`src/rtl/pc_sequencer.sv`:
```
// pc_sequencer: parametrised program-counter sequencer with flag-conditional
// jumps, call/return through an internal LIFO return stack, and halt.
module pc_sequencer #(
  parameter int unsigned    AW         = 8,
  parameter int unsigned    FW         = 8,
  parameter int unsigned    SD         = 4,
  parameter logic [AW-1:0]  RESET_ADDR = '0,
  localparam int unsigned   FSW        = (FW > 1) ? $clog2(FW) : 1,
  localparam int unsigned   SPW        = $clog2(SD + 1)
) (
  input  logic           CLK,
  input  logic           RST_N,
  input  logic           EN,
  input  logic [2:0]     OP,
  input  logic [AW-1:0]  TARGET,
  input  logic [FW-1:0]  FLAGS,
  input  logic [FSW-1:0] FSEL,
  input  logic           FPOL,
  output logic [AW-1:0]  ADDR,
  output logic [SPW-1:0] SP,
  output logic           TAKEN,
  output logic           HALTED,
  output logic           STK_OVF,
  output logic           STK_UNF
);

  localparam int unsigned SIW = (SD > 1) ? $clog2(SD) : 1;

  typedef enum logic [2:0] {
    OP_SEQ   = 3'b000,
    OP_JMP   = 3'b001,
    OP_JCC   = 3'b010,
    OP_CALL  = 3'b011,
    OP_RET   = 3'b100,
    OP_CCALL = 3'b101,
    OP_CRET  = 3'b110,
    OP_HALT  = 3'b111
  } op_e;

  logic [AW-1:0]  addr_q, addr_d;
  logic [SPW-1:0] sp_q, sp_d;
  logic           taken_q, taken_d;
  logic           halted_q, halted_d;
  logic           ovf_q, ovf_d;
  logic           unf_q, unf_d;
  logic [AW-1:0]  stack_q [SD];

  logic           step;
  logic           cond;
  logic           flag_bit;
  logic           push_en;
  logic [AW-1:0]  inc;
  op_e            op;

  assign op   = op_e'(OP);
  assign step = EN & ~halted_q;
  assign inc  = addr_q + 1'b1;

  // Select the condition flag; out-of-range selects read as 0.
  always_comb begin
    flag_bit = 1'b0;
    if (32'(FSEL) < FW) flag_bit = FLAGS[FSEL];
    cond = (flag_bit == FPOL);
  end

  // Next-state decode for address, stack pointer and status flags.
  always_comb begin
    addr_d   = addr_q;
    sp_d     = sp_q;
    taken_d  = taken_q;
    halted_d = halted_q;
    ovf_d    = ovf_q;
    unf_d    = unf_q;
    push_en  = 1'b0;
    if (step) begin
      addr_d  = inc;
      taken_d = 1'b0;
      unique case (op)
        OP_SEQ: ;
        OP_JMP: begin
          addr_d  = TARGET;
          taken_d = 1'b1;
        end
        OP_JCC: begin
          if (cond) begin
            addr_d  = TARGET;
            taken_d = 1'b1;
          end
        end
        // Conditional variants fall back to SEQ when cond is false.
        OP_CALL, OP_CCALL: begin
          if (op == OP_CALL || cond) begin
            if (sp_q < SPW'(SD)) begin
              push_en = 1'b1;
              sp_d    = sp_q + 1'b1;
              addr_d  = TARGET;
              taken_d = 1'b1;
            end else begin
              ovf_d = 1'b1;
            end
          end
        end
        OP_RET, OP_CRET: begin
          if (op == OP_RET || cond) begin
            if (sp_q != '0) begin
              sp_d    = sp_q - 1'b1;
              addr_d  = stack_q[SIW'(sp_q - 1'b1)];
              taken_d = 1'b1;
            end else begin
              unf_d = 1'b1;
            end
          end
        end
        OP_HALT: begin
          addr_d   = addr_q;
          halted_d = 1'b1;
        end
        default: ;
      endcase
    end
  end

  // Control state registers with synchronous active-low reset.
  always_ff @(posedge CLK) begin
    if (!RST_N) begin
      addr_q   <= RESET_ADDR;
      sp_q     <= '0;
      taken_q  <= 1'b0;
      halted_q <= 1'b0;
      ovf_q    <= 1'b0;
      unf_q    <= 1'b0;
    end else begin
      addr_q   <= addr_d;
      sp_q     <= sp_d;
      taken_q  <= taken_d;
      halted_q <= halted_d;
      ovf_q    <= ovf_d;
      unf_q    <= unf_d;
    end
  end

  // Return stack storage; contents need no reset.
  always_ff @(posedge CLK) begin
    if (RST_N && push_en) stack_q[SIW'(sp_q)] <= inc;
  end

  assign ADDR    = addr_q;
  assign SP      = sp_q;
  assign TAKEN   = taken_q;
  assign HALTED  = halted_q;
  assign STK_OVF = ovf_q;
  assign STK_UNF = unf_q;

endmodule

```
`config.mk`:
```
export PLATFORM = sky130hd
export DESIGN_NAME = pc_sequencer
export DESIGN_NICKNAME = d
export VERILOG_FILES = /design/src/rtl/pc_sequencer.sv
export SDC_FILE = /design/constraint.sdc
export NUM_CORES = 1
export LEC_CHECK = 0
export BUFFER_PORTS_ARGS = -buffer_cell sky130_fd_sc_hd__buf_2
export CAP_MARGIN = 20
export CORE_ASPECT_RATIO = 1.25
export CORE_MARGIN = 2
export CORE_UTILIZATION = 35
export DETAILED_ROUTE_END_ITERATION = 6
export PLACE_DENSITY = 0.52
export REMOVE_ABC_BUFFERS = 1
export SLEW_MARGIN = 20
export SYNTH_ARGS = -nofsm -noshare
export SYNTH_HDL_FRONTEND = slang
export SYNTH_SLANG_ARGS = --single-unit
```
`constraint.sdc`:
```
create_clock -name CLK -period 2.91 [get_ports CLK]
set_input_delay 0.4365 -clock CLK [delete_from_list [all_inputs] [get_ports CLK]]
set_output_delay 0.4365 -clock CLK [all_outputs]
set_load 0.02 [all_outputs]
```
==> results of run 1 <==
## cells by family after synthesis
logic type	after synthesis	share of synthesized area, %
AOI/OAI and AO/OA	76	19.2
xor gates and xnor gates	7	2.11
adders and majority gates	6	2.58
buffers and inverters	24	3.62
DFF	47	43.4
muxes	18	9.99
and+or+nand+nor	101	19.2
## worst paths after layout
path / depth (start not counted) / to / slack (ns) / startpoint
worst max-delay path: 6 / ADDR[5]$_SDFFE_PN0P_ / 0.66 / SP[1]$_SDFFE_PN0P_
worst min-delay path: 3 / ADDR[5]$_SDFFE_PN0P_ / 0.39 / TARGET[5]
worst max register to register: 6 / ADDR[5]$_SDFFE_PN0P_ / 0.66 / SP[1]$_SDFFE_PN0P_
worst min register to register: 1 / STK_OVF$_SDFFE_PN0P_ / 0.47 / STK_OVF$_SDFFE_PN0P_
## through the flow
step	instances	setup slack, ns	setup TNS (ns)	hold slack, ns
2_1_floorplan	265	-0.0733	-2.35	0.554
3_3_place_gp	410	0.423	0	0.442
3_5_place_dp	410	0.390	0	0.448
4_1_cts	418	0.608	0	0.381
5_1_grt	418	0.463	0	0.411
6_report	418	0.657	0	0.387
## cells in the final DEF, fill, tap and decap left out, types with 6 or more instances in the layout
cell type   n
a21oi_1    11
dfxtp_1    15
nand2b_1    9
xnor2_1     6
edfxtp_1   32
a31oi_1     6
inv_1      10
nor3_1      6
o21ai_0    18
nand2_1    32
nor2b_1     6
ha_1        6
mux4_2      8
buf_4       8
nand3_1     8
buf_2      40
nor2_1     14
## area by class of cell
class	count	area share [%]
Clock buffer	5	2.06
Clock inverter	3	1.38
Inverter	10	1.12
Multi-Input combinational cell	208	46.4
Sequential cell	47	37.7
Tap cell	97	3.62
Timing Repair Buffer	48	7.77
## flip-flops by register name (all words and copies together), names as in the netlist
register and count:
ADDR 8, HALTED 1, stack_q 32, SP 3, STK_OVF 1, TAKEN 1, STK_UNF 1
## worst max-delay path, cell delays in order (launching register included)
cell and delay, ns:
dfxtp_1 0.41, inv_1 0.10, ha_1 0.57, mux4_2 0.38, mux2_2 0.28, a221oi_1 0.30
a21oi_1 0.11
## report_power, final
group | switching [mW] | internal, mW
registers | 0.0219 | 0.739
clock network | 0.233 | 0.259
logic | 0.231 | 0.139
total | 0.486 | 1.14
## layer usage
metal	track usage [%]	share of wire, %
met2	31.4	52
met5	0	0
met1	22.4	43
met3	2.19	2.4
met4	6.69	2.5
==> impl_metrics.json, run 1 <==
{
  "synth_edf_count": 32,
  "totalWireLength_microns": 7750,
  "port_buffers": 40,
  "grt_pass1_wl_microns": 12500,
  "max_freq_ghz": 0.444,
  "drive_above_1_share_pct": 26.8,
  "synth_area_leader_cell": "edfxtp_1",
  "core_area_sq_mm": 0.00815,
  "outcome": "finished, final reports clean",
  "max-vdd-ir-drop_mv": 0.208,
  "seq_area_sq_mm": 0.00126,
  "drc_errors": 0,
  "hpwl_microns": 5940,
  "num-fill-cells": 821,
  "die_x_microns": 85.5,
  "cts_buffer_depth": 2,
  "finalClockSkew_ns": 0.0139,
  "maxSlewViolCount": 0,
  "cts_root_buf": "clkbuf_8",
  "synthTopCellsByArea": "edfxtp_1 33%, dfxtp_1 10%, mux4_2 6.2%",
  "grt_max_degree": 18,
  "hold_violations": 0,
  "yosys.area.top_type_share_pct": 33.1,
  "critical_path_arrival_ns": 2.45,
  "grt_pass1_vias": 2300,
  "synth_area_per_cell_sq_um": 10.4,
  "async_flop_share_pct": 0,
  "post_cts_buffers": 0,
  "powerDensity_mw_per_mm2": 485,
  "antenna_found_initial": 0,
  "antenna_left": 0,
  "cts-htree-levels": 2,
  "io_pins": 41,
  "postLayoutCoreUtil_pct": 41.1,
  "fin_nets": 352,
  "hp-class": "input pin to register",
  "overflow": 0,
  "synth_common_cells": "32 x edfxtp_1, 32 x nand2_1, 18 x o21ai_0",
  "cts_sinks": 47,
  "initial_core_util_pct": 35.7,
  "dpl_cell_area_sq_mm": 0.00323,
  "syn_to_final_growth_pct": 15.2,
  "period_share_pct": 77.4,
  "avgViaCountPerCell": 5.59,
  "rows": 37,
  "post_drt_wl_per_cell_microns": 18.5,
  "endpoint_kind": "register",
  "first_iter_violations": 141,
  "clk_latency_ns": 0.31,
  "grt_use_total_pct": 18.0,
  "routabilityCongestion": 0.852,
  "die_h_microns": 106,
  "syn_area_sq_mm": 0.00291,
  "vias": 2338,
  "ctsResizeCount": 0,
  "postCtsHoldBufs": 0,
  "ys_types": 67,
  "synth_seq_cells": 47,
  "tritoncts": "yes",
  "crit_type": "register to register",
  "layout_min_cycle_time_ns": 2.25,
  "maxSlewHeadroom_pct": 56.4,
  "finalSetupViolations": 0,
  "cp_max_fo": 9,
  "syn_inst": 279,
  "worstPathRequired_ns": 3.11,
  "synth_ff_type": "edfxtp_1",
  "maxCapViolations": 0,
  "finalInstanceArea_sq_mm": 0.00335,
  "rsz0062_at_grt": "false",
  "firstDrtPassIters": 4,
  "multi_input_area_sq_mm": 0.00155,
  "cp-start-kind": "register",
  "path_clk_slew_ns": 0.10,
  "yosysSeqAreaShare_pct": 43.4,
  "diodes": 0,
  "worst_slew_pin_slew_ns": 0.653,
  "cts_buffers": 5,
  "dieArea_sq_mm": 0.00905,
  "p_leak_nw": 1.27,
  "yosys_warnings": 0,
  "finalPower_mw": 1.62
}
No activity file was read; power rests on OpenSTA's default activity.
==> run 2, diff against run 1 <==
Settings changed: PLACE_DENSITY 0.52 to 0.5.
Clock period 2.91 ns to 2.1 ns, I/O delays scaled along.
==> run 2 against run 1 <==
Net effect: core utilization increased by 4.9 points; clock skew barely moved; combinational power increased by 74%; first-iteration DRC count shrank 18%; clock power up 38%; cell count up 11%; sequential share of layout area shrank 4.0 points; cell area up 12%; sequential cell count unchanged; worst setup slack lost 0.51 ns; critical path type is now input pin to register; largest cell class unchanged.
==> impl_metrics.json, run 2 (synthesized netlist as in run 1, its figures left out) <==
{
  "finalPower_mw": 2.36,
  "met1_usage_pct": 23.7,
  "finalInstanceArea_sq_mm": 0.00375,
  "cp_max_fo": 8,
  "cts_buffer_depth": 2,
  "grt_max_degree": 17,
  "fin_hold_ws_ns": 0.268,
  "worst_slew_pin_slew_ns": 0.547,
  "grt_use_total_pct": 18.9,
  "clk_latency_ns": 0.31,
  "totalWireLength_microns": 8120,
  "path_cells": "buf_2, mux2_2, o22ai_2, buf_4, nor3_4, nor2_2, nor2_1, nor4b_1, buf_4",
  "crit_slowest_cell": "mux2_2",
  "r2r-end": "ADDR[6]$_SDFFE_PN0P_",
  "worstPathRequired_ns": 2.11,
  "maxSlewHeadroom_pct": 63.1,
  "max_freq_ghz": 0.511,
  "tritoncts": "yes",
  "port_buffers": 40,
  "drive_above_1_share_pct": 37.7,
  "die_x_microns": 85.5,
  "finalSetupViolations": 0,
  "cts_buffers": 5,
  "period_share_pct": 93.2,
  "die_h_microns": 106,
  "post_drt_wl_per_cell_microns": 17.4,
  "vias": 2543,
  "cts_sinks": 47,
  "grt.busiest_layer": "met2",
  "r2r_start": "ADDR[1]$_SDFFE_PN0P_",
  "hpwl_microns": 6490,
  "diodes": 0,
  "outcome": "finished, final reports clean",
  "holdPathStages": 3,
  "fin_nets": 400,
  "cp-start-kind": "input pin",
  "grt_pass1_wl_microns": 13400,
  "maxSlewViolCount": 0,
  "hp-class": "input pin to register",
  "cts_root_buf": "clkbuf_8",
  "layout_min_cycle_time_ns": 1.96,
  "largest_register_ffs": 32,
  "antenna_found_initial": 0,
  "hold_violations": 0,
  "maxCapViolations": 0,
  "dpl_cell_area_sq_mm": 0.00360,
  "initial_core_util_pct": 35.7,
  "first_iter_violations": 115,
  "fin_setup_tns_ns": 0,
  "gr-usage-met2_pct": 33.5,
  "post_cts_buffers": 0,
  "fin_cells": 466,
  "critical_path_arrival_ns": 1.97,
  "final_common_cell": "buf_4",
  "finalClockSkew_ns": 0.0140,
  "overflow": 0,
  "num-fill-cells": 801,
  "drc_errors": 0,
  "syn_to_final_growth_pct": 29.0,
  "powerDensity_mw_per_mm2": 630,
  "grtUsageMet3_pct": 1.72,
  "r2r_cells": 8,
  "cts-htree-levels": 2,
  "firstDrtPassIters": 5,
  "routabilityCongestion": 0.886,
  "max_stage_delay_ns": 0.35,
  "avgViaCountPerCell": 5.46,
  "dieArea_sq_mm": 0.00905,
  "core_area_sq_mm": 0.00815,
  "crit_type": "input pin to register",
  "rsz0062_at_grt": "false",
  "r2r_slack_ns": 0.17,
  "p_leak_nw": 1.52,
  "endpoint_kind": "register",
  "grt_pass1_vias": 2604,
  "rows": 37,
  "largest-register": "stack_q",
  "crit_top_cell": "buf_4",
  "dp.cells": 458,
  "path_clk_slew_ns": 0.10,
  "io_pins": 41,
  "hold_end": "ADDR[5]$_SDFFE_PN0P_",
  "max-vdd-ir-drop_mv": 0.609,
  "layout_common_cells": "56 x buf_4, 40 x buf_2, 32 x nand2_1, 32 x edfxtp_1, 17 x o21ai_0",
  "antenna_left": 0,
  "hold_start": "TARGET[5]"
}
## run 2: changes by cell type in the layout (fill, tap and decap cells not counted), sizes merged
cell and change:
buf +48
## run 2: area by class of cell
class | count | area [sq um] | area share (%)
multi-input cells | 208 | 1590 | 42.5
flip-flops and latches | 47 | 1260 | 33.6
repair buffers | 96 | 621 | 16.6
well taps | 97 | 121 | 3.24
clock buffers | 5 | 68.8 | 1.84
clock inverters | 3 | 46.3 | 1.23
inverters | 10 | 37.5 | 1.00
## run 2: critical path: cells and delay by family
kind / cells / cell delay (ns)
and+or+nand+nor: 4 / 0.59
buffers and inverters: 3 / 0.56
muxes: 1 / 0.35
AOI/OAI and AO/OA: 1 / 0.15
## run 2: stage by stage
| step | setup WS, ns | utilization (%) |
|---|---|---|
| 2_1_floorplan | -0.762 | - |
| 3_3_place_gp | -0.152 | 44.2 |
| 3_5_place_dp | -0.195 | 44.2 |
| 4_1_cts | 0.0249 | 45.6 |
| 5_1_grt | 0.00922 | 46.0 |
| 6_report | 0.143 | 46.0 |
## run 2: metal layers
metal | share of wire [%] | routed length, microns
met1 | 42 | 3420
met2 | 52 | 4240
met3 | 3.4 | 273
met4 | 2.4 | 192
met5 | 0 | 0
## run 2: power breakdown
group / switching [mW] / internal [mW]
Clock: 0.319 / 0.359
Combinational: 0.356 / 0.287
Sequential: 0.0176 / 1.02
Total: 0.693 / 1.67
## run 2: worst max-delay path by stage
stage	startpoint	to	slack, ns	depth (start not counted)
floorplan	FSEL[0]	stack_q[0][0]$_DFFE_PP_	-0.76	6
global placement	FSEL[0]	stack_q[1][5]$_DFFE_PP_	-0.15	9
detailed placement	FSEL[0]	stack_q[1][5]$_DFFE_PP_	-0.19	9
CTS	ADDR[1]$_SDFFE_PN0P_	ADDR[7]$_SDFFE_PN0P_	0.02	7
global route	FSEL[0]	stack_q[1][0]$_DFFE_PP_	0.009	9
finish	FSEL[0]	stack_q[1][0]$_DFFE_PP_	0.14	9
## run 2: repair_timing
action | CTS | global route
setup endpoints to repair | 0 | 8
resized for setup | 0 | 7
hold buffers | 0 | 0
